## src/rtl/data_memory_pkg.sv

```systemverilog
// Shared definitions for the byte-addressable data memory: size encodings,
// default base address and lane-decode helpers.
package data_memory_pkg;

  localparam logic [1:0]  SZ_BYTE = 2'b00;
  localparam logic [1:0]  SZ_HALF = 2'b01;
  localparam logic [1:0]  SZ_WORD = 2'b10;
  localparam logic [1:0]  SZ_RSVD = 2'b11;

  localparam logic [31:0] DEFAULT_BASE_ADDRESS = 32'h1001_0000;

  // Byte lanes touched by an access of the given size at the given offset.
  function automatic logic [3:0] lane_mask(input logic [1:0] size, input logic [1:0] off);
    case (size)
      SZ_BYTE: return 4'b0001 << off;
      SZ_HALF: return 4'b0011 << off;
      SZ_WORD: return 4'b1111;
      default: return 4'b0000;
    endcase
  endfunction

  // Size/alignment violations; the reserved size is always rejected.
  function automatic logic bad_size_align(input logic [1:0] size, input logic [1:0] off);
    case (size)
      SZ_BYTE: return 1'b0;
      SZ_HALF: return off[0];
      SZ_WORD: return off != 2'b00;
      default: return 1'b1;
    endcase
  endfunction

endpackage

```

## src/rtl/data_memory_byte_if.sv

```systemverilog
// Request/response bundle between a load/store unit and data_memory_byte.
interface data_memory_byte_if #(
  parameter int DATA_WIDTH = 32
);

  logic                  Read_Enable;
  logic                  Write_Enable;
  logic [1:0]            Size;
  logic                  Unsigned;
  logic [DATA_WIDTH-1:0] Address;
  logic [DATA_WIDTH-1:0] Write_Data;
  logic [DATA_WIDTH-1:0] Read_Data;
  logic                  Read_Valid;
  logic                  Fault;

  modport master (
    output Read_Enable, Write_Enable, Size, Unsigned, Address, Write_Data,
    input  Read_Data, Read_Valid, Fault
  );

  modport slave (
    input  Read_Enable, Write_Enable, Size, Unsigned, Address, Write_Data,
    output Read_Data, Read_Valid, Fault
  );

endinterface

```

## src/rtl/load_extend.sv

```systemverilog
// Combinational load path: picks the addressed byte/half/word out of a
// stored word and zero- or sign-extends it to 32 bits.
module load_extend
  import data_memory_pkg::*;
(
  input  logic [31:0] word_i,
  input  logic [1:0]  offset_i,
  input  logic [1:0]  size_i,
  input  logic        unsigned_i,
  output logic [31:0] data_o
);

  function automatic logic [31:0] ext_byte(input logic [7:0] b, input logic uns);
    logic signed [7:0] sb;
    sb = b;
    return uns ? {24'h0, b} : 32'(sb);
  endfunction

  function automatic logic [31:0] ext_half(input logic [15:0] h, input logic uns);
    logic signed [15:0] sh;
    sh = h;
    return uns ? {16'h0, h} : 32'(sh);
  endfunction

  logic [7:0]  byte_sel;
  logic [15:0] half_sel;

  always_comb begin
    case (offset_i)
      2'd0:    byte_sel = word_i[7:0];
      2'd1:    byte_sel = word_i[15:8];
      2'd2:    byte_sel = word_i[23:16];
      default: byte_sel = word_i[31:24];
    endcase
    half_sel = offset_i[1] ? word_i[31:16] : word_i[15:0];

    case (size_i)
      SZ_BYTE: data_o = ext_byte(byte_sel, unsigned_i);
      SZ_HALF: data_o = ext_half(half_sel, unsigned_i);
      SZ_WORD: data_o = word_i;
      default: data_o = '0;
    endcase
  end

endmodule

```

## src/rtl/data_memory_byte.sv

```systemverilog
// Byte-lane data memory with one-cycle registered loads, read-first
// ordering on same-cycle load/store, and a one-cycle Fault pulse.
module data_memory_byte
  import data_memory_pkg::*;
#(
  parameter int          MEMORY_DEPTH = 64,
  parameter int          DATA_WIDTH   = 32,
  parameter logic [31:0] BASE_ADDRESS = DEFAULT_BASE_ADDRESS
) (
  input  logic              clk,
  input  logic              reset,
  data_memory_byte_if.slave bus
);

  localparam int IDX_W = (MEMORY_DEPTH > 1) ? $clog2(MEMORY_DEPTH) : 1;

  logic [3:0][7:0]       mem_q [MEMORY_DEPTH];

  logic [DATA_WIDTH-1:0] rel_addr;
  logic [DATA_WIDTH-1:0] word_idx;
  logic [IDX_W-1:0]      idx;
  logic [1:0]            offset;
  logic                  out_of_range;
  logic                  illegal;
  logic                  request;
  logic [3:0]            lane_en;
  logic [DATA_WIDTH-1:0] lane_data;
  logic [DATA_WIDTH-1:0] load_ext;

  logic [DATA_WIDTH-1:0] read_data_q, read_data_d;
  logic                  read_valid_q, read_valid_d;
  logic                  fault_q, fault_d;

  always_comb begin
    rel_addr     = bus.Address - BASE_ADDRESS;
    word_idx     = rel_addr >> 2;
    idx          = word_idx[IDX_W-1:0];
    offset       = bus.Address[1:0];
    out_of_range = (bus.Address < BASE_ADDRESS) ||
                   (word_idx >= DATA_WIDTH'(MEMORY_DEPTH));
    illegal      = out_of_range || bad_size_align(bus.Size, offset);
    request      = bus.Read_Enable || bus.Write_Enable;
    lane_en      = lane_mask(bus.Size, offset);

    // Replicate the right-justified store data so every lane sees its byte.
    case (bus.Size)
      SZ_BYTE: lane_data = {4{bus.Write_Data[7:0]}};
      SZ_HALF: lane_data = {2{bus.Write_Data[15:0]}};
      default: lane_data = bus.Write_Data;
    endcase
  end

  load_extend u_load_extend (
    .word_i     (mem_q[idx]),
    .offset_i   (offset),
    .size_i     (bus.Size),
    .unsigned_i (bus.Unsigned),
    .data_o     (load_ext)
  );

  always_ff @(posedge clk) begin
    if (!reset && bus.Write_Enable && !illegal) begin
      for (int l = 0; l < 4; l++) begin
        if (lane_en[l]) mem_q[idx][l] <= lane_data[8*l +: 8];
      end
    end
  end

  always_comb begin
    read_valid_d = bus.Read_Enable;
    fault_d      = request && illegal;
    read_data_d  = read_data_q;
    if (bus.Read_Enable) read_data_d = illegal ? '0 : load_ext;
  end

  always_ff @(posedge clk) begin
    if (reset) begin
      read_data_q  <= '0;
      read_valid_q <= 1'b0;
      fault_q      <= 1'b0;
    end else begin
      read_data_q  <= read_data_d;
      read_valid_q <= read_valid_d;
      fault_q      <= fault_d;
    end
  end

  assign bus.Read_Data  = read_data_q;
  assign bus.Read_Valid = read_valid_q;
  assign bus.Fault      = fault_q;

endmodule

```

## src/flat_wrapper.sv

```systemverilog
// flat-port wrapper written by rule: the top's interface ports become plain ports
module data_memory_byte_flat import data_memory_pkg::*;
#(
  parameter int          MEMORY_DEPTH = 64,
  parameter int          DATA_WIDTH   = 32,
  parameter logic [31:0] BASE_ADDRESS = DEFAULT_BASE_ADDRESS
)
  (clk, reset, bus_Read_Enable, bus_Write_Enable, bus_Size, bus_Unsigned, bus_Address, bus_Write_Data, bus_Read_Data, bus_Read_Valid, bus_Fault);
  data_memory_byte_if #(.DATA_WIDTH(DATA_WIDTH)) bus_i ();
  input  logic clk;
  input  logic reset;
  input wire logic [$bits(bus_i.Read_Enable)-1:0] bus_Read_Enable;
  input wire logic [$bits(bus_i.Write_Enable)-1:0] bus_Write_Enable;
  input wire logic [$bits(bus_i.Size)-1:0] bus_Size;
  input wire logic [$bits(bus_i.Unsigned)-1:0] bus_Unsigned;
  input wire logic [$bits(bus_i.Address)-1:0] bus_Address;
  input wire logic [$bits(bus_i.Write_Data)-1:0] bus_Write_Data;
  output wire logic [$bits(bus_i.Read_Data)-1:0] bus_Read_Data;
  output wire logic [$bits(bus_i.Read_Valid)-1:0] bus_Read_Valid;
  output wire logic [$bits(bus_i.Fault)-1:0] bus_Fault;
  assign bus_i.Read_Enable = bus_Read_Enable;
  assign bus_i.Write_Enable = bus_Write_Enable;
  assign bus_i.Size = bus_Size;
  assign bus_i.Unsigned = bus_Unsigned;
  assign bus_i.Address = bus_Address;
  assign bus_i.Write_Data = bus_Write_Data;
  assign bus_Read_Data = bus_i.Read_Data;
  assign bus_Read_Valid = bus_i.Read_Valid;
  assign bus_Fault = bus_i.Fault;
  data_memory_byte #(.MEMORY_DEPTH(MEMORY_DEPTH), .DATA_WIDTH(DATA_WIDTH), .BASE_ADDRESS(BASE_ADDRESS)) u_core (.clk(clk), .reset(reset), .bus(bus_i));
endmodule
```

## config.mk

```make
export PLATFORM = sky130hd
export DESIGN_NAME = data_memory_byte_flat
export DESIGN_NICKNAME = d
export VERILOG_FILES = /design/src/rtl/data_memory_pkg.sv /design/src/rtl/data_memory_byte_if.sv /design/src/rtl/load_extend.sv /design/src/rtl/data_memory_byte.sv /design/src/flat_wrapper.sv
export SDC_FILE = /design/constraint.sdc
export NUM_CORES = 2
export LEC_CHECK = 0
export CELL_PAD_IN_SITES_DETAIL_PLACEMENT = 0
export CELL_PAD_IN_SITES_GLOBAL_PLACEMENT = 1
export CORE_MARGIN = 3
export CORE_UTILIZATION = 25
export DETAILED_ROUTE_END_ITERATION = 8
export HOLD_SLACK_MARGIN = 0.06
export PLACE_DENSITY = 0.5
export REMOVE_ABC_BUFFERS = 1
export SYNTH_ARGS = -nofsm -noshare
export SYNTH_HDL_FRONTEND = slang
export SYNTH_SLANG_ARGS = --single-unit
```

## constraint.sdc

```tcl
create_clock -name clk -period 13.83 [get_ports clk]
set_clock_uncertainty 0.15 [all_clocks]
set_input_delay 2.766 -clock clk [delete_from_list [all_inputs] [get_ports clk]]
set_output_delay 2.766 -clock clk [all_outputs]
set_load 0.005 [all_outputs]
```

**After elaboration in Yosys (flattened, before gate mapping)**

Memory sizes are Yosys's and may differ from the RTL's.
Index checks and enable logic that the tools add are counted.

- Register bits: 34
- RAM bits: 2048
- Bits of input ports: 71
- Output and inout port bits: 34
- Word-level logic and storage cells: 45
- Memories: 1

Memory list:

| memory | words | width | rd ports | clocked after memory_dff | write ports | line | text |
|---|---|---|---|---|---|---|---|
| u_core.mem_q | 64 | 32 | 1 | 0 | 1 | data_memory_byte.sv:17 | `logic [3:0][7:0] mem_q [MEMORY_DEPTH];` |

- Add/sub/neg operators: 1
- Order comparisons: 2
- Equality and inequality tests: 4
- Shifts and indexed selects: 2
- Muxes and demuxes: 21
- Reductions and logical operators: 11

Operator list:

| operator | count |
|---|---|
| 32-bit 2-to-1 mux | 3 |
| 32-bit one-hot mux with 3 select lines | 1 |
| 32-bit one-hot mux with 2 select lines | 1 |
| 32-bit by 29-bit < comparator with 1-bit output, second input constant | 1 |
| 32-bit by 29-bit subtractor with 32-bit output, second input constant | 1 |
| 30-bit by 7-bit greater-or-equal comparator with 1-bit output, second input constant | 1 |
| 8-bit one-hot mux with 3 select lines | 1 |
| 16-bit 2-to-1 mux | 1 |
| 1-bit 2-to-1 mux | 12 |
| 4-bit one-hot mux with 3 select lines | 1 |
| 2-bit by 1-bit == test with 1-bit output, second input constant | 2 |
| 2-bit == test, second input constant | 2 |
| 2-bit zero test | 2 |
| 1-bit by 2-bit left shift with 4-bit output, first input constant | 1 |
| 2-bit by 2-bit left shift with 4-bit output, first input constant | 1 |
| 1-bit logical AND | 3 |
| 1-bit logical OR | 3 |
| 1-bit one-hot mux with 3 select lines | 1 |
| 1-bit zero test | 2 |
| 2-bit nonzero test | 1 |

**Depth between registers and ports, before layout**

- Depth in word-level cells: 8
- Mapped depth: 16
- Gate-level depth less buffers: 8

**Cells and area by module**

A second synthesis with hierarchy kept.

- Cells, all modules: 4696
- Area total of the unflattened synthesis: 81767.2 um^2

By module, submodules not included:

| module | instances | cells each | area each (um^2) | sequential area each (um^2) |
|---|---|---|---|---|
| data_memory_byte | 1 | 4602 | 81046.5 | 62179.6 |
| load_extend | 1 | 94 | 720.7 | 0.0 |

**Least setup slack after synthesis**

No wires, ideal clock.

- Kind: input -> register
- Start point: input bus_Size[0]
- End point: memory u_core.mem_q[0][24] (netlist name), data pin
- Library setup time: 702 ps
- Arrival time: 6075 ps
- Required time: 12978 ps
- Setup slack: 6904 ps
- Cell stages on the path: 4
- Buffers on the path: 2
- Path through: clkbuf_1 buf_1 mux2i_1 o21ai_0

- Cells in the longest elaborated chain, start to end: 2
- Elaborated cells between the ends (all ways): 3
- Classes of those cells: 1 x eq/ne; 1 x mux; 1 x reduce/logical

RTL lines:

| what | line | text |
|---|---|---|
| from (decl) | flat_wrapper.sv:14 | `input wire logic [$bits(bus_i.Size)-1:0] bus_Size;` |
| 2-bit by 1-bit == test with 1-bit output or 2-bit zero test (tied branches) | data_memory_byte.sv:46 | `case (bus.Size)` |
| 32-bit one-hot mux with 2 select lines * | data_memory_byte.sv:46 |  |
| via u_core.lane_data[24] | data_memory_byte.sv:27 | `logic [DATA_WIDTH-1:0] lane_data;` |
| to (decl) | data_memory_byte.sv:17 |  |

The timed path passes the listed nets; every way through them passes the cells marked *.

**Worst setup path in the final report**

- Start point: input bus_Address[5]
- End point: register u_core.read_data_q[12], in the netlist u_core.bus.Read_Data[12]

- Cells in the longest elaborated chain, start to end: 6
- Elaborated cells between the ends (all ways): 12
- Classes of those cells: 1 x add/sub; 2 x order compare; 6 x mux; 2 x reduce/logical; 1 x memory

RTL lines:

| what | line | text |
|---|---|---|
| from (decl) | flat_wrapper.sv:16 | `input wire logic [$bits(bus_i.Address)-1:0] bus_Address;` |
| 32-bit by 29-bit subtractor with 32-bit output | data_memory_byte.sv:35 | `rel_addr = bus.Address - BASE_ADDRESS;` |
| memory 64 x 32 bit | -- |  |
| 8-bit one-hot mux with 3 select lines or 16-bit 2-to-1 mux (tied branches) | load_extend.sv:29, load_extend.sv:35 |  |
| 32-bit 2-to-1 mux (on tied branches) | load_extend.sv:16, load_extend.sv:22 |  |
| 32-bit one-hot mux with 3 select lines | load_extend.sv:37 | `case (size_i)` |
| 32-bit 2-to-1 mux * | data_memory_byte.sv:73 | `if (bus.Read_Enable) read_data_d = illegal ? '0 : load_ext;` |
| to (signal assigned) | data_memory_byte.sv:82 | `read_data_q <= read_data_d;` |
| to (decl) | data_memory_byte.sv:30 | `logic [DATA_WIDTH-1:0] read_data_q, read_data_d;` |

Every way passes the cells marked *; elsewhere a longest branch is shown, timed or not.
A chain may end at the register's enable or synchronous reset.

==> results.yml <==
timing:
  rsz0062_at_grt: "no"
  clock.fmax_mhz: 133
  fin_crit_sh: 0.543
  tightestPinTransition_ns: 1.49
  slew_violations: 0
  period_minus_slack_ns: 7.51
  slew_headroom: 0.00278
  finalHoldViolations: 0
  setup_tns_ns: 0
  setup_violations: 0
drt:
  first_pass_iters: 8
  antenna_left: 0
  wl_per_cell_um: 35.7
  vias: 49398
  drtIter0Drc: 6318
  drc: 0
  routed_wirelength_um: 334000
  viasPerCell: 5.27
worst_setup_path:
  cp_slowest_stage_delay_ns: 1.07
  worstSetupStartpointType: "input pin"
  worst_path_most_repeated_cell: "buf_4"
  cp-end-kind: "flip-flop"
  cp.depth: 11
  crit_type: "in2reg"
  r2r_end: "u_core.bus.Read_Data[21]"
  worstPathArrival_ns: 8.06
  r2r_cells: 8
  crit_buf_inv: 3
  crit_family: "simple AND/OR/NAND/NOR gates"
  cpMaxStageDelayCell: "nor4b_1"
  crit_chain: "clkdlybuf4s50_1 -> buf_4 -> nand3b_1 -> buf_4 -> a211oi_1 -> a2111oi_0 -> nor4b_1 -> nand4_1 -> o22a_1 -> o2111ai_1 -> o211ai_1"
  crit_end: "u_core.bus.Read_Data[12]"
  timing.rr.start: "u_core.mem_q[55][31]"
  rrSetupSlack_ns: 9.77
  crit_fanout: 19
  cp.required_ns: 14.38
  startpoint: "bus_Address[5]"
power:
  p_per_area_nw_per_um2: 145
  internal_power_uw: 10400
  power_frac_comb: 0.062
  switching_power_uw: 3230
  seq_power_share: 0.512
  switching_share: 0.237
  vdd_drop_max_uv: 118
  total_power_uw: 13600
  power_frac_clock: 0.426
  leakage_uw: 0.0281
place:
  numPortBuffers: 104
  dp_hpwl_um: 206000
  gp_routability_congestion: 0.894
die:
  fp-row-count: 208
  core_region_area_um2: 321000
  ios: 105
  die_h_um: 575
  start_util: 0.252
  die_x_um: 575
  dieArea_um2: 330000
cells_and_area:
  final_cell_mix: "2048 x edfxtp_1, 377 x a22oi_1, 342 x nor2_1"
  fill_cells: 31823
  finish.net_count: 4932
  syn2layout_area_growth_pct: 16.4
  drive_gt1_frac: 0.141
  register_area_um2: 62200
  multi_input_area_um2: 17200
  final_common_cell: "edfxtp_1"
yosys:
  ys_async_sr_fraction: 0
  synth_area_leader_cell: "edfxtp_1"
  syn-cell-area_um2: 80800
  dominantRegCellSynth: "edfxtp_1"
  synth.area.top_cells: "edfxtp_1 76%, a22oi_1 3.5%, mux2i_1 1.9%"
  syn_inst: 4727
  synth_cell_type_count: 85
  synth_top_cell_area_share: 0.761
  synth_edf_count: 2048
  ys_ff_latch: 2082
  yosysWarnings: 0
  synth_seq_area_share: 0.769
  avgSynthCellArea_um2: 17.1
clock_tree:
  cts_resized: 0
  cts_max_level: 4
  cts_tree: "yes"
  clockRootBuffer: "clkbuf_16"
  cts_hold_buffers: 0
  cts.sinks: 2082
  post_cts.repair.setup_buffers: 0
  path_clk_slew_ns: 0.06
  cts_buffers: 222
  clockBufferDepth: 3
  clk-insertion-delay-late_ns: 0.88
global_routing:
  antenna_found_initial: 20
  grt_pass1_wl_um: 445000
  track_usage: 0.196
  grt_pass1_vias: 47943
  grt_max_degree: 110
  grt_remaining_overflow: 0
job:
  drv_cap: 1
run_status:
  violations: "capacitance limit"
  status: "finished, violations left"
hold_path:
  hold_class: "reg2reg"
worst min-delay path by stage:
stage                                 start                       to  cells past startpoint
floorplan           u_core.bus.Read_Data[3]  u_core.bus.Read_Data[3]                      2
finish              u_core.bus.Read_Data[4]  u_core.bus.Read_Data[4]                      2
global route        u_core.bus.Read_Data[4]  u_core.bus.Read_Data[4]                      2
CTS                 u_core.bus.Read_Data[4]  u_core.bus.Read_Data[4]                      2
detailed placement  u_core.bus.Read_Data[4]  u_core.bus.Read_Data[4]                      2
global placement    u_core.bus.Read_Data[4]  u_core.bus.Read_Data[4]                      2
layout make-up:
type / count / share of cell area
multi-input cells: 2285 / 0.183
well taps: 4305 / 0.0573
flip-flops and latches: 2082 / 0.661
inverters: 14 / 0.000612
clock inverters: 129 / 0.0115
repair buffers: 256 / 0.0240
clock buffers: 286 / 0.0626
diodes: 14 / 0.000372
stage by stage:
| step | setup slack [ns] | hold slack (ns) | std cells | utilization | area [um^2] |
|---|---|---|---|---|---|
| 6_report | 6.32 | 0.443 | 9371 | 0.293 | 94100 |
| 4_1_cts | 6.57 | 0.458 | 9356 | 0.293 | 94000 |
| 3_5_place_dp | 5.63 | 0.450 | 8941 | 0.271 | 87100 |
| 3_3_place_gp | 5.55 | 0.447 | 8937 | 0.271 | 87000 |
| 5_1_grt | 6.45 | 0.485 | 9360 | 0.293 | 94100 |
| 2_1_floorplan | 5.50 | 0.307 | 4381 | - | 79100 |
tightest hold or removal path: cells and delay by family (launching register included):
kind,cells,cell delay [ns]
compound gates,1,0.08
flops,1,0.38
simple gates,1,0.08
flip-flops by register name (all words and copies together) (netlist names):
register and flops:
u_core.bus.Read_Valid 1, u_core.mem_q 2048, u_core.bus.Fault 1, u_core.bus.Read_Data 32
cells in the mapped netlist, types with 14 or more instances:
cell type,n
a31oi_1,67
a221oi_1,161
and4_1,21
a22o_1,82
nor3_1,21
nor4_1,23
buf_2,134
o221ai_1,14
o21ai_0,76
mux2i_1,151
clkbuf_1,126
buf_6,25
edfxtp_1,2048
mux2_2,93
a211oi_1,16
nand3_1,31
o211ai_1,23
dfxtp_1,34
buf_4,25
nand2_1,209
a22oi_1,377
o2bb2ai_1,32
o22ai_1,50
buf_1,36
nand4_1,27
and4b_1,16
a21oi_1,91
mux4_2,67
nor2_1,346
a222oi_1,20
a221o_1,34
per-layer routing:
| metal | up-vias | wire (um) | GRT usage | share of wire |
|---|---|---|---|---|
| met4 | 6 | 18100 | 0.0966 | 0.054 |
| met3 | 504 | 24100 | 0.0376 | 0.072 |
| li1 | 19765 | - | - | - |
| met1 | 26724 | 137000 | 0.257 | 0.41 |
| met5 | - | 31 | 0 | 0.000093 |
| met2 | 2399 | 155000 | 0.310 | 0.46 |
cells by family (layout without fill, tap and decap cells):
logic type	after synthesis	in the layout	synth area share
compound gates	1155	1155	0.109
flops	2082	2082	0.769
simple gates	818	818	0.0495
mux	312	312	0.0505
buf+inv	360	685	0.0223
other cells	0	14	0
power groups by stage:
stage / clock [uW] / combinational (uW) / sequential (uW)
floorplan: 0 / 314 / 7110
finish: 5790 / 843 / 6970
global route: 6110 / 862 / 6970
CTS: 5870 / 836 / 6970
global placement: 0 / 832 / 7100
detailed placement: 0 / 835 / 7110
(Power assumes the default switching activity.)
